File: src/rtl/dmem_arbiter.sv
// Data-memory arbiter: shares one single-port data RAM between the CPU
// pipeline and a debug/DMA port, with a starvation guard for the DMA side.
//
// Ports:
//   clk, rst                      clock, synchronous active-high reset
//   cpu_req/addr/we/wd            CPU request (byte addr, unshifted we/wd)
//   cpu_gnt, cpu_stall            CPU grant this cycle, pipeline stall
//   cpu_rvalid, cpu_rdata         CPU read response (held when not valid)
//   dma_*                         same set for the debug/DMA requester
//   ram_wea/addra/dina/douta      RAM port A (1-cycle read latency)
module dmem_arbiter #(
    parameter int unsigned STARVE_MAX = 4
) (
    input  logic        clk,
    input  logic        rst,
    input  logic        cpu_req,
    input  logic [31:0] cpu_addr,
    input  logic [3:0]  cpu_we,
    input  logic [31:0] cpu_wd,
    output logic        cpu_gnt,
    output logic        cpu_stall,
    output logic        cpu_rvalid,
    output logic [31:0] cpu_rdata,
    input  logic        dma_req,
    input  logic [31:0] dma_addr,
    input  logic [3:0]  dma_we,
    input  logic [31:0] dma_wd,
    output logic        dma_gnt,
    output logic        dma_rvalid,
    output logic [31:0] dma_rdata,
    output logic [3:0]  ram_wea,
    output logic [29:0] ram_addra,
    output logic [31:0] ram_dina,
    input  logic [31:0] ram_douta
);

    typedef enum logic [1:0] {
        OWN_NONE,
        OWN_CPU,
        OWN_DMA
    } owner_e;

    localparam logic [3:0] SMAX = 4'(STARVE_MAX);

    owner_e      owner_q, owner_d;
    logic [3:0]  starve_q, starve_d;
    logic [31:0] cpu_hold_q, dma_hold_q;

    logic        starve_hit;
    logic [31:0] sel_addr;
    logic [3:0]  sel_we;
    logic [31:0] sel_wd;

    // DMA has waited STARVE_MAX CPU grants: it wins this cycle.
    assign starve_hit = dma_req && (starve_q == SMAX);

    always_comb begin
        cpu_gnt = 1'b0;
        dma_gnt = 1'b0;
        if (!rst) begin
            cpu_gnt = cpu_req && !starve_hit;
            dma_gnt = dma_req && !cpu_gnt;
        end
    end

    assign cpu_stall = cpu_req && !cpu_gnt;

    // With no grant the CPU address is still presented to the RAM.
    always_comb begin
        sel_addr = cpu_addr;
        sel_we   = cpu_we;
        sel_wd   = cpu_wd;
        if (dma_gnt) begin
            sel_addr = dma_addr;
            sel_we   = dma_we;
            sel_wd   = dma_wd;
        end
    end

    always_comb begin
        ram_addra = sel_addr[31:2];
        ram_dina  = sel_wd << {sel_addr[1:0], 3'b000};
        ram_wea   = 4'b0000;
        if (cpu_gnt || dma_gnt) begin
            ram_wea = sel_we << sel_addr[1:0];
        end
    end

    // Read owner: tags the RAM response that arrives next cycle.
    always_comb begin
        owner_d = OWN_NONE;
        if (cpu_gnt && (cpu_we == 4'b0000)) begin
            owner_d = OWN_CPU;
        end else if (dma_gnt && (dma_we == 4'b0000)) begin
            owner_d = OWN_DMA;
        end
    end

    always_comb begin
        starve_d = starve_q;
        if (dma_gnt || !dma_req) begin
            starve_d = 4'd0;
        end else if (cpu_gnt && (starve_q != SMAX)) begin
            starve_d = starve_q + 4'd1;
        end
    end

    // Reset kills an in-flight response in the same cycle it is asserted.
    assign cpu_rvalid = !rst && (owner_q == OWN_CPU);
    assign dma_rvalid = !rst && (owner_q == OWN_DMA);

    always_comb begin
        cpu_rdata = cpu_hold_q;
        dma_rdata = dma_hold_q;
        if (rst) begin
            cpu_rdata = 32'd0;
            dma_rdata = 32'd0;
        end else begin
            if (cpu_rvalid) cpu_rdata = ram_douta;
            if (dma_rvalid) dma_rdata = ram_douta;
        end
    end

    always_ff @(posedge clk) begin
        if (rst) begin
            owner_q    <= OWN_NONE;
            starve_q   <= 4'd0;
            cpu_hold_q <= 32'd0;
            dma_hold_q <= 32'd0;
        end else begin
            owner_q  <= owner_d;
            starve_q <= starve_d;
            if (cpu_rvalid) cpu_hold_q <= ram_douta;
            if (dma_rvalid) dma_hold_q <= ram_douta;
        end
    end

endmodule

File: config.mk
export PLATFORM = sky130hd
export DESIGN_NAME = dmem_arbiter
export DESIGN_NICKNAME = d
export VERILOG_FILES = /design/src/rtl/dmem_arbiter.sv
export SDC_FILE = /design/constraint.sdc
export NUM_CORES = 1
export LEC_CHECK = 0
export CAP_MARGIN = 10
export CORE_AREA = 2 2 120 122
export CTS_CLUSTER_DIAMETER = 100
export DETAILED_ROUTE_END_ITERATION = 8
export DIE_AREA = 0 0 122 124
export HOLD_SLACK_MARGIN = 0.08
export PLACE_DENSITY = 0.83
export SETUP_SLACK_MARGIN = 0.4
export SKIP_LAST_GASP = 1
export SLEW_MARGIN = 30
export SYNTH_ARGS = -nofsm -noshare
export SYNTH_HDL_FRONTEND = slang
export SYNTH_SLANG_ARGS = --single-unit
File: constraint.sdc
create_clock -name clk -period 5.55 [get_ports clk]
set_input_delay 1.11 -clock clk [delete_from_list [all_inputs] [get_ports clk]]
set_output_delay 1.11 -clock clk [all_outputs]
set_load 0.005 [all_outputs]
---- Word-level counts from Yosys, hierarchy flattened ----
Index checks and enable logic that the tools add are counted.
W data, S select, Z words.
cells by class
  add/sub/neg operators ................... 1
  eq/ne operators ......................... 4
  shift-type cells ........................ 2
  muxes and demuxes ....................... 12
  reductions and logical operators ........ 20
operator list
  cell                   count
  $mux W32               6
  $shl A32 B5 Y32        1
  $logic_and A1 B1 Y1    9
  $logic_not A4 Y1       2
  $mux W4                2
  $logic_not A1 Y1       5
  $add A4 B1 Y4 const B  1
  $eq A4 B3 Y1 const B   1
  $ne A4 B3 Y1 const B   1
  $reduce_or A2 Y1       2
  $shl A4 B2 Y4          1
  $mux W1                3
  $eq A2 B1 Y1 const B   1
  $eq A2 B2 Y1 const B   1
  $logic_or A1 B1 Y1     2
  $mux W2                1
storage, ports and cells
  flip-flop bits (word level) ............. 70
  bits of input ports ..................... 172
  output and inout port bits .............. 135
  word-level logic and storage cells ...... 44

---- Longest topological paths before layout ----
Gate-level depths: netlist of the first run.
  word-level depth ........................ 10
  depth in mapped cells ................... 9
  gate-level depth less buffers ........... 7

---- Worst setup path before layout of the first run ----
OpenSTA, ideal clock, no wires.
  path type ............................... input-to-output
  start point ............................. input port cpu_req
  end point ............................... output port ram_dina[24]
  arrival ................................. 2.311 ns
  data required time ...................... 4.440 ns
  path slack .............................. 2.129 ns
  stages on the path ...................... 5
  buffers on the path ..................... 1
  cell sequence ........................... clkinv_1 o21ai_4 buf_2 mux2_1 mux2i_1
on the way
  longest elaborated chain between the ends .. 6
  elaborated cells between the ends (all ways) .. 7
  those cells by class .................... shift: 1; mux: 3; reduce/logical: 3
ends and longest elaborated chain
  element                  RTL line  source
  start: declaration       16        input logic cpu_req,
  $logic_and A1 B1 Y1 (*)  61        cpu_gnt = cpu_req && !starve_hit;
  $logic_not A1 Y1 (*)     62        dma_gnt = dma_req && !cpu_gnt;
  $logic_and A1 B1 Y1 (*)  62
  $mux W1 (*)              60        if (!rst) begin
  $mux W32                 73        if (dma_gnt) begin
  $shl A32 B5 Y32 (*)      82        ram_dina = sel_wd << {sel_addr[1:0], 3'b000};
  end: declaration         33        output logic [31:0] ram_dina,
Every way passes the cells marked *; elsewhere a longest branch is shown, timed or not.

---- Worst setup path in the final report of the first run ----
  start point ............................. input port dma_req
  end point ............................... output port ram_dina[29]
on the way
  longest elaborated chain between the ends .. 8
  elaborated cells between the ends (all ways) .. 9
  those cells by class .................... shift: 1; mux: 3; reduce/logical: 5
ends and longest elaborated chain
  element                  RTL line  source
  start: declaration       24        input logic dma_req,
  $logic_and A1 B1 Y1      55        assign starve_hit = dma_req && (starve_q == SMAX);
  $logic_not A1 Y1         61
  $logic_and A1 B1 Y1      61
  $logic_not A1 Y1         62
  $logic_and A1 B1 Y1 (*)  62
  $mux W1 (*)              60
  $mux W32                 73
  $shl A32 B5 Y32 (*)      82
Marked as above.

==> results.json, run 1 <==
{
  "clk_pin_slew_ps": 50,
  "die_w_um": 122,
  "die_area_um2": 15100,
  "ys_ff_latch": 70,
  "worstHoldStart": "cpu_hold_q[4]",
  "firstDrtPassIters": 4,
  "finalHoldViolCount": 0,
  "synth_warnings": 0,
  "tightest_slew_ps": 857,
  "nets": 1058,
  "grtUsageTotal_pct": 21.8,
  "final.setup.tns_ps": 0,
  "critical_path.max_stage_delay_ps": 550,
  "htree_levels": 3,
  "cts_root_buf": "clkbuf_16",
  "grt_antenna_before_repair": 0,
  "slowest_stage": "clkdlybuf4s50_1",
  "synth.avg_cell_area_um2": 7.09,
  "start_util_pct": 31.3,
  "finClkSkew_ps": 5.28,
  "synthTopCellsByCount": "nand2_1 (240), a21oi_1 (73), dfxtp_1 (70)",
  "gp_congestion": 0.897,
  "p_per_area_nw_per_um2": 189,
  "r2r-start": "owner_q[0]",
  "crit_type": "in -> out",
  "synth_fp_nets": 780,
  "hp-class": "reg -> reg",
  "synthTopCellsByArea": "dfxtp_1 (33%), nand2_1 (21%), mux2i_1 (14%), a21oi_1 (8.5%), nor2_1 (3.7%)",
  "ant_nets": 0,
  "syn_area_um2": 4300,
  "cts_setup_buffers": 0,
  "synth_top_cell_area_share_pct": 32.6,
  "dp.cells": 1053,
  "hold_buffers": 0,
  "critPathCaptureType": "output pin",
  "first_global_vias": 4996,
  "avgRoutedWirePerCell_um": 16.1,
  "ys_seq_area_share_pct": 32.6,
  "crit_family": "buffers and inverters",
  "synthFlopType": "dfxtp_1",
  "fin_cells": 1069,
  "post_cts_resized": 0,
  "viasPerCell": 4.76,
  "hpwl_mm": 13.3,
  "vias": 5093,
  "num_antenna_cells": 0,
  "setup_viol": 0,
  "grt_pass1_wl_mm": 25.5,
  "fillers": 1306,
  "cts-buffers-inserted": 9,
  "relSlewSlack_pct": 42.8,
  "crit_buf_inv": 4,
  "synth_most_common_cell": "nand2_1",
  "cp-start-kind": "input port",
  "power.total_uw": 1460,
  "path_cells": "clkdlybuf4s50_1, nor2b_1, o21ai_4, inv_4, buf_4, mux2_2, mux2i_1, clkdlybuf4s50_1",
  "slew_viol_final": 0,
  "post-route-period-util_pct": 88.7,
  "fmaxAchievable_ghz": 0.203,
  "yosysUniqueCellTypes": 33,
  "syn_to_final_growth_pct": 80.0,
  "power_leakage_uw": 0.00300,
  "clk_path_buf_depth": 2,
  "rsz0062_at_grt": "no",
  "clock_sinks": 70,
  "grt_overflow_total": 0,
  "worstSkewPairLatency_ps": 330,
  "rows": 43,
  "drive_gt1_share_pct": 5.62,
  "grt_max_degree": 69,
  "io_pins": 307,
  "routed_wl_mm": 17.2,
  "async_flop_share_pct": 0,
  "die_y_um": 124,
  "status": "finished clean",
  "worstPathRequired_ps": 4440,
  "core_area_um2": 13700,
  "cp_max_fo": 57,
  "cp-startpoint": "dma_req",
  "synth_top_area_cell": "dfxtp_1",
  "detailedRoute.firstIterationViolations": 262,
  "maxCapViolations": 0,
  "port_buffers": 306,
  "remaining_drc_errors": 0,
  "arrival_ps": 3810,
  "ir_worst_vdd_mv": 0.0881,
  "synth_edf_count": 0,
  "synthCells": 606,
  "period_minus_slack_ps": 4920,
  "cts_tree": "built",
  "worst_path_most_repeated_cell": "clkdlybuf4s50_1"
}
==> report_power, final <==
group	internal [uW]	total, uW	switching [uW]
combinational	235	382	147
sequential	506	507	1.12
clock	360	571	211
total	1100	1460	359
==> layout make-up <==
class,instances,area (um2),share of cell area [%]
Tap cell,180,225,2.91
Timing Repair Buffer,316,3120,40.4
Sequential cell,70,1400,18.1
Clock buffer,11,243,3.14
Inverter,6,25.0,0.323
Clock inverter,5,58.8,0.760
Multi-Input combinational cell,481,2660,34.4
==> through the flow <==
stage | utilization (%) | cell area [um2] | setup WS [ps] | hold slack (ps)
global route | 56.4 | 7740 | 458 | 477
finish | 56.4 | 7740 | 625 | 459
detailed placement | 54.2 | 7430 | 621 | 453
CTS | 56.4 | 7740 | 604 | 461
floorplan | - | 4300 | 2130 | 430
global placement | 54.2 | 7430 | 655 | 444
==> kinds of logic after synthesis <==
kind of cell               Yosys count  share of synthesized area [%]
muxes                               81                           20.1
adders and majority gates            2                          0.582
and+or+nand+nor                    300                           27.4
buffers and inverters               55                           5.62
AOI/OAI and AO/OA                   96                           13.3
DFF                                 70                           32.6
xor gates and xnor gates             2                          0.408
==> sequential cells by signal (all words and copies together), names as in the netlist <==
name / flops
cpu_hold_q: 32
dma_hold_q: 32
owner_q: 2
starve_q: 4
==> final timing paths <==
kind | to | slack (ps) | depth (start not counted)
worst max-delay path | ram_dina[29] | 630 | 8
worst min-delay path | cpu_hold_q[4] | 460 | 2
worst max register to register | dma_hold_q[13] | 3930 | 4
worst min register to register | cpu_hold_q[4] | 460 | 2
==> cell usage in the layout, fill, tap and decap left out, types with 2 or more instances in the layout <==
master,count
clkdlybuf4s50_1,303
nand2_1,240
a21oi_1,73
dfxtp_1,70
mux2i_1,61
nor2_1,42
a211oi_1,16
mux2_2,13
buf_4,10
clkbuf_16,9
nor2b_1,6
inv_1,4
mux2_1,4
nand3b_1,3
buf_2,3
o22ai_1,2
nand2b_1,2
nor2b_2,2
mux4_2,2
nand3_1,2
or4_1,2
ha_1,2
clkinvlp_4,2
==> routing by layer <==
metal / wire [um] / track usage (%) / share of wire [%] / up-vias
li1: - / - / - / 2557
met1: 6310 / 22.1 / 37 / 2285
met2: 8850 / 41.9 / 52 / 216
met3: 1430 / 6.00 / 8.3 / 35
met4: 583 / 9.27 / 3.4 / 0
met5: 0 / 0 / 0 / -
==> worst reg2reg max path: stages, from the launching register on <==
cell and delay [ps]:
dfxtp_1 370, nand2b_1 440, buf_4 360, nand2_1 110, a21oi_1 230
Power figures use the tool's default switching activity.
==> run 2, diff against run 1 <==
- CELL_PAD_IN_SITES_DETAIL_PLACEMENT: not set -> 1
- CELL_PAD_IN_SITES_GLOBAL_PLACEMENT: not set -> 1
- CORE_AREA: 2 2 120 122 -> not set
- CORE_MARGIN: not set -> 1.5
- CORE_UTILIZATION: not set -> 25
- DIE_AREA: 0 0 122 124 -> not set
- PLACE_DENSITY: 0.83 -> 0.95
==> run 2 against run 1 <==
Die area grew 19%. Highest routed layer unchanged. Sequential power is essentially flat. Clock power about the same. Hold slack hardly changed. Critical path depth unchanged. Count of clock-buffer cells in the layout is 1 lower. Combinational power increased by 3%. Register-to-register slack got worse by 70 ps. Routed wire length rose by 18%. Design area increased by 0.89%. Core utilization down 9.7 points. Largest cell class unchanged. Critical endpoint is now ram_dina[28]. Critical path type unchanged.
==> results.json, run 2 (synthesized netlist as in run 1, its figures left out) <==
{
  "status": "finished clean",
  "fmaxAchievable_ghz": 0.203,
  "die_w_um": 134,
  "first_global_vias": 5619,
  "largestRegisters": "cpu_hold_q: 32 flops, dma_hold_q: 32 flops, starve_q: 4 flops",
  "routed_wl_mm": 20.2,
  "whs_ps": 459,
  "pre_cts_slack_ps": 623,
  "power_leakage_uw": 0.00301,
  "rsz0062_at_grt": "no",
  "crit_end": "ram_dina[28]",
  "drive_gt1_share_pct": 5.95,
  "fin_ws_ps": 621,
  "arrival_ps": 3820,
  "cts_setup_buffers": 0,
  "layout_commonest_cell": "clkdlybuf4s50_1",
  "worstSkewPairLatency_ps": 320,
  "grt_overflow_total": 0,
  "crit_type": "in -> out",
  "tightest_slew_ps": 882,
  "clk_path_buf_depth": 2,
  "critPathCaptureType": "output pin",
  "nets": 1061,
  "core_area_um2": 16700,
  "utilization_pct": 46.7,
  "r2r_cells": 4,
  "slew_viol_final": 0,
  "period_minus_slack_ps": 4930,
  "rrSetupSlack_ps": 3860,
  "firstDrtPassIters": 4,
  "ir_worst_vdd_mv": 0.148,
  "hold_buffers": 0,
  "clock_sinks": 70,
  "rows": 47,
  "avgRoutedWirePerCell_um": 18.2,
  "final.setup.tns_ps": 0,
  "post-route-period-util_pct": 88.8,
  "grt_pass1_wl_mm": 30.8,
  "gp_congestion": 0.793,
  "start_util_pct": 25.7,
  "combPwrFrac_pct": 26.6,
  "cts-buffers-inserted": 9,
  "hp-class": "reg -> reg",
  "finalHoldViolCount": 0,
  "remaining_drc_errors": 0,
  "cts_tree": "built",
  "grt_max_degree": 69,
  "worstPathRequired_ps": 4440,
  "clk_pin_slew_ps": 60,
  "p_sw_uw": 372,
  "port_buffers": 306,
  "final_cell_mix": "clkdlybuf4s50_1 (303), nand2_1 (240), a21oi_1 (73)",
  "post_cts_resized": 0,
  "r2r-start": "owner_q[1]",
  "num_antenna_cells": 0,
  "viasPerCell": 4.76,
  "power.total_uw": 1470,
  "die_y_um": 134,
  "vias": 5292,
  "cts_root_buf": "clkbuf_16",
  "setup_viol": 0,
  "die_area_um2": 18000,
  "pwr-share-clk_pct": 39.0,
  "detailedRoute.firstIterationViolations": 160,
  "io_pins": 307,
  "syn_to_final_growth_pct": 81.6,
  "r2r-end": "cpu_hold_q[0]",
  "cp-startpoint": "cpu_req",
  "ant_nets": 0,
  "cp-start-kind": "input port",
  "grtUsageTotal_pct": 22.0,
  "cp_max_fo": 28,
  "p_per_area_nw_per_um2": 189,
  "intPower_uw": 1100,
  "htree_levels": 3,
  "grt_antenna_before_repair": 0,
  "hpwl_mm": 16.0,
  "finClkSkew_ps": 7.46,
  "hold_depth": 2,
  "maxCapViolations": 0,
  "p_seq_share_pct": 34.4,
  "p_sw_share_pct": 25.2,
  "relSlewSlack_pct": 41.2
}
## run 2: cell count changes in the layout (fill, tap and decap cells not counted)
cell	delta
inv_6	+1
buf_4	+3
clkinv_4	-1
clkbuf_1	-1
## run 2: how the worst min path moves through the flow
stage,end,start
5_1_grt,cpu_hold_q[30],cpu_hold_q[30]
2_1_floorplan,starve_q[0],starve_q[0]
4_1_cts,cpu_hold_q[23],cpu_hold_q[23]
3_3_place_gp,cpu_hold_q[23],cpu_hold_q[23]
6_report,cpu_hold_q[25],cpu_hold_q[25]
3_5_place_dp,cpu_hold_q[23],cpu_hold_q[23]
## run 2: per-layer routing
metal | GRT usage [%] | up-vias | share of wire, %
li1 | - | 2556 | -
met1 | 22.1 | 2502 | 36
met2 | 43.5 | 213 | 54
met3 | 6.95 | 21 | 8.3
met4 | 5.50 | 0 | 1.6
met5 | 0 | - | 0
## run 2: final cells by class
cell class              count  area, um2
multi-input cells         481       2660
inverters                   6       25.0
repair buffers            319       3150
flip-flops and latches     70       1400
clock inverters             5       58.8
clock buffers              10        239
well taps                 220        275
fillers                  2019       8900
## run 2: power by group through the flow
stage	Combinational, uW	Sequential, uW	Clock [uW]
after floorplan	134	518	0
after global placement	386	518	0
after detailed placement	395	518	0
after CTS	396	507	589
after global routing	420	507	612
final	392	507	574
## run 2: metrics by stage
stage / area, um2 / instances
2_1_floorplan: 4300 / 606
6_report: 7800 / 1111
5_1_grt: 7800 / 1111
4_1_cts: 7800 / 1111
3_3_place_gp: 7510 / 1096
3_5_place_dp: 7510 / 1096
## run 2: worst max-delay path, stage by stage
cell,delay (ps)
clkdlybuf4s50_1,540
clkinv_1,170
o21ai_4,310
buf_4,250
buf_4,350
mux2_2,390
mux2i_1,130
clkdlybuf4s50_1,550
==> run 3, diff against run 2 <==
- CAP_MARGIN: 10 -> not set
==> results of run 3 <==
Final layout, timing and power as in run 2 (identical DEF).
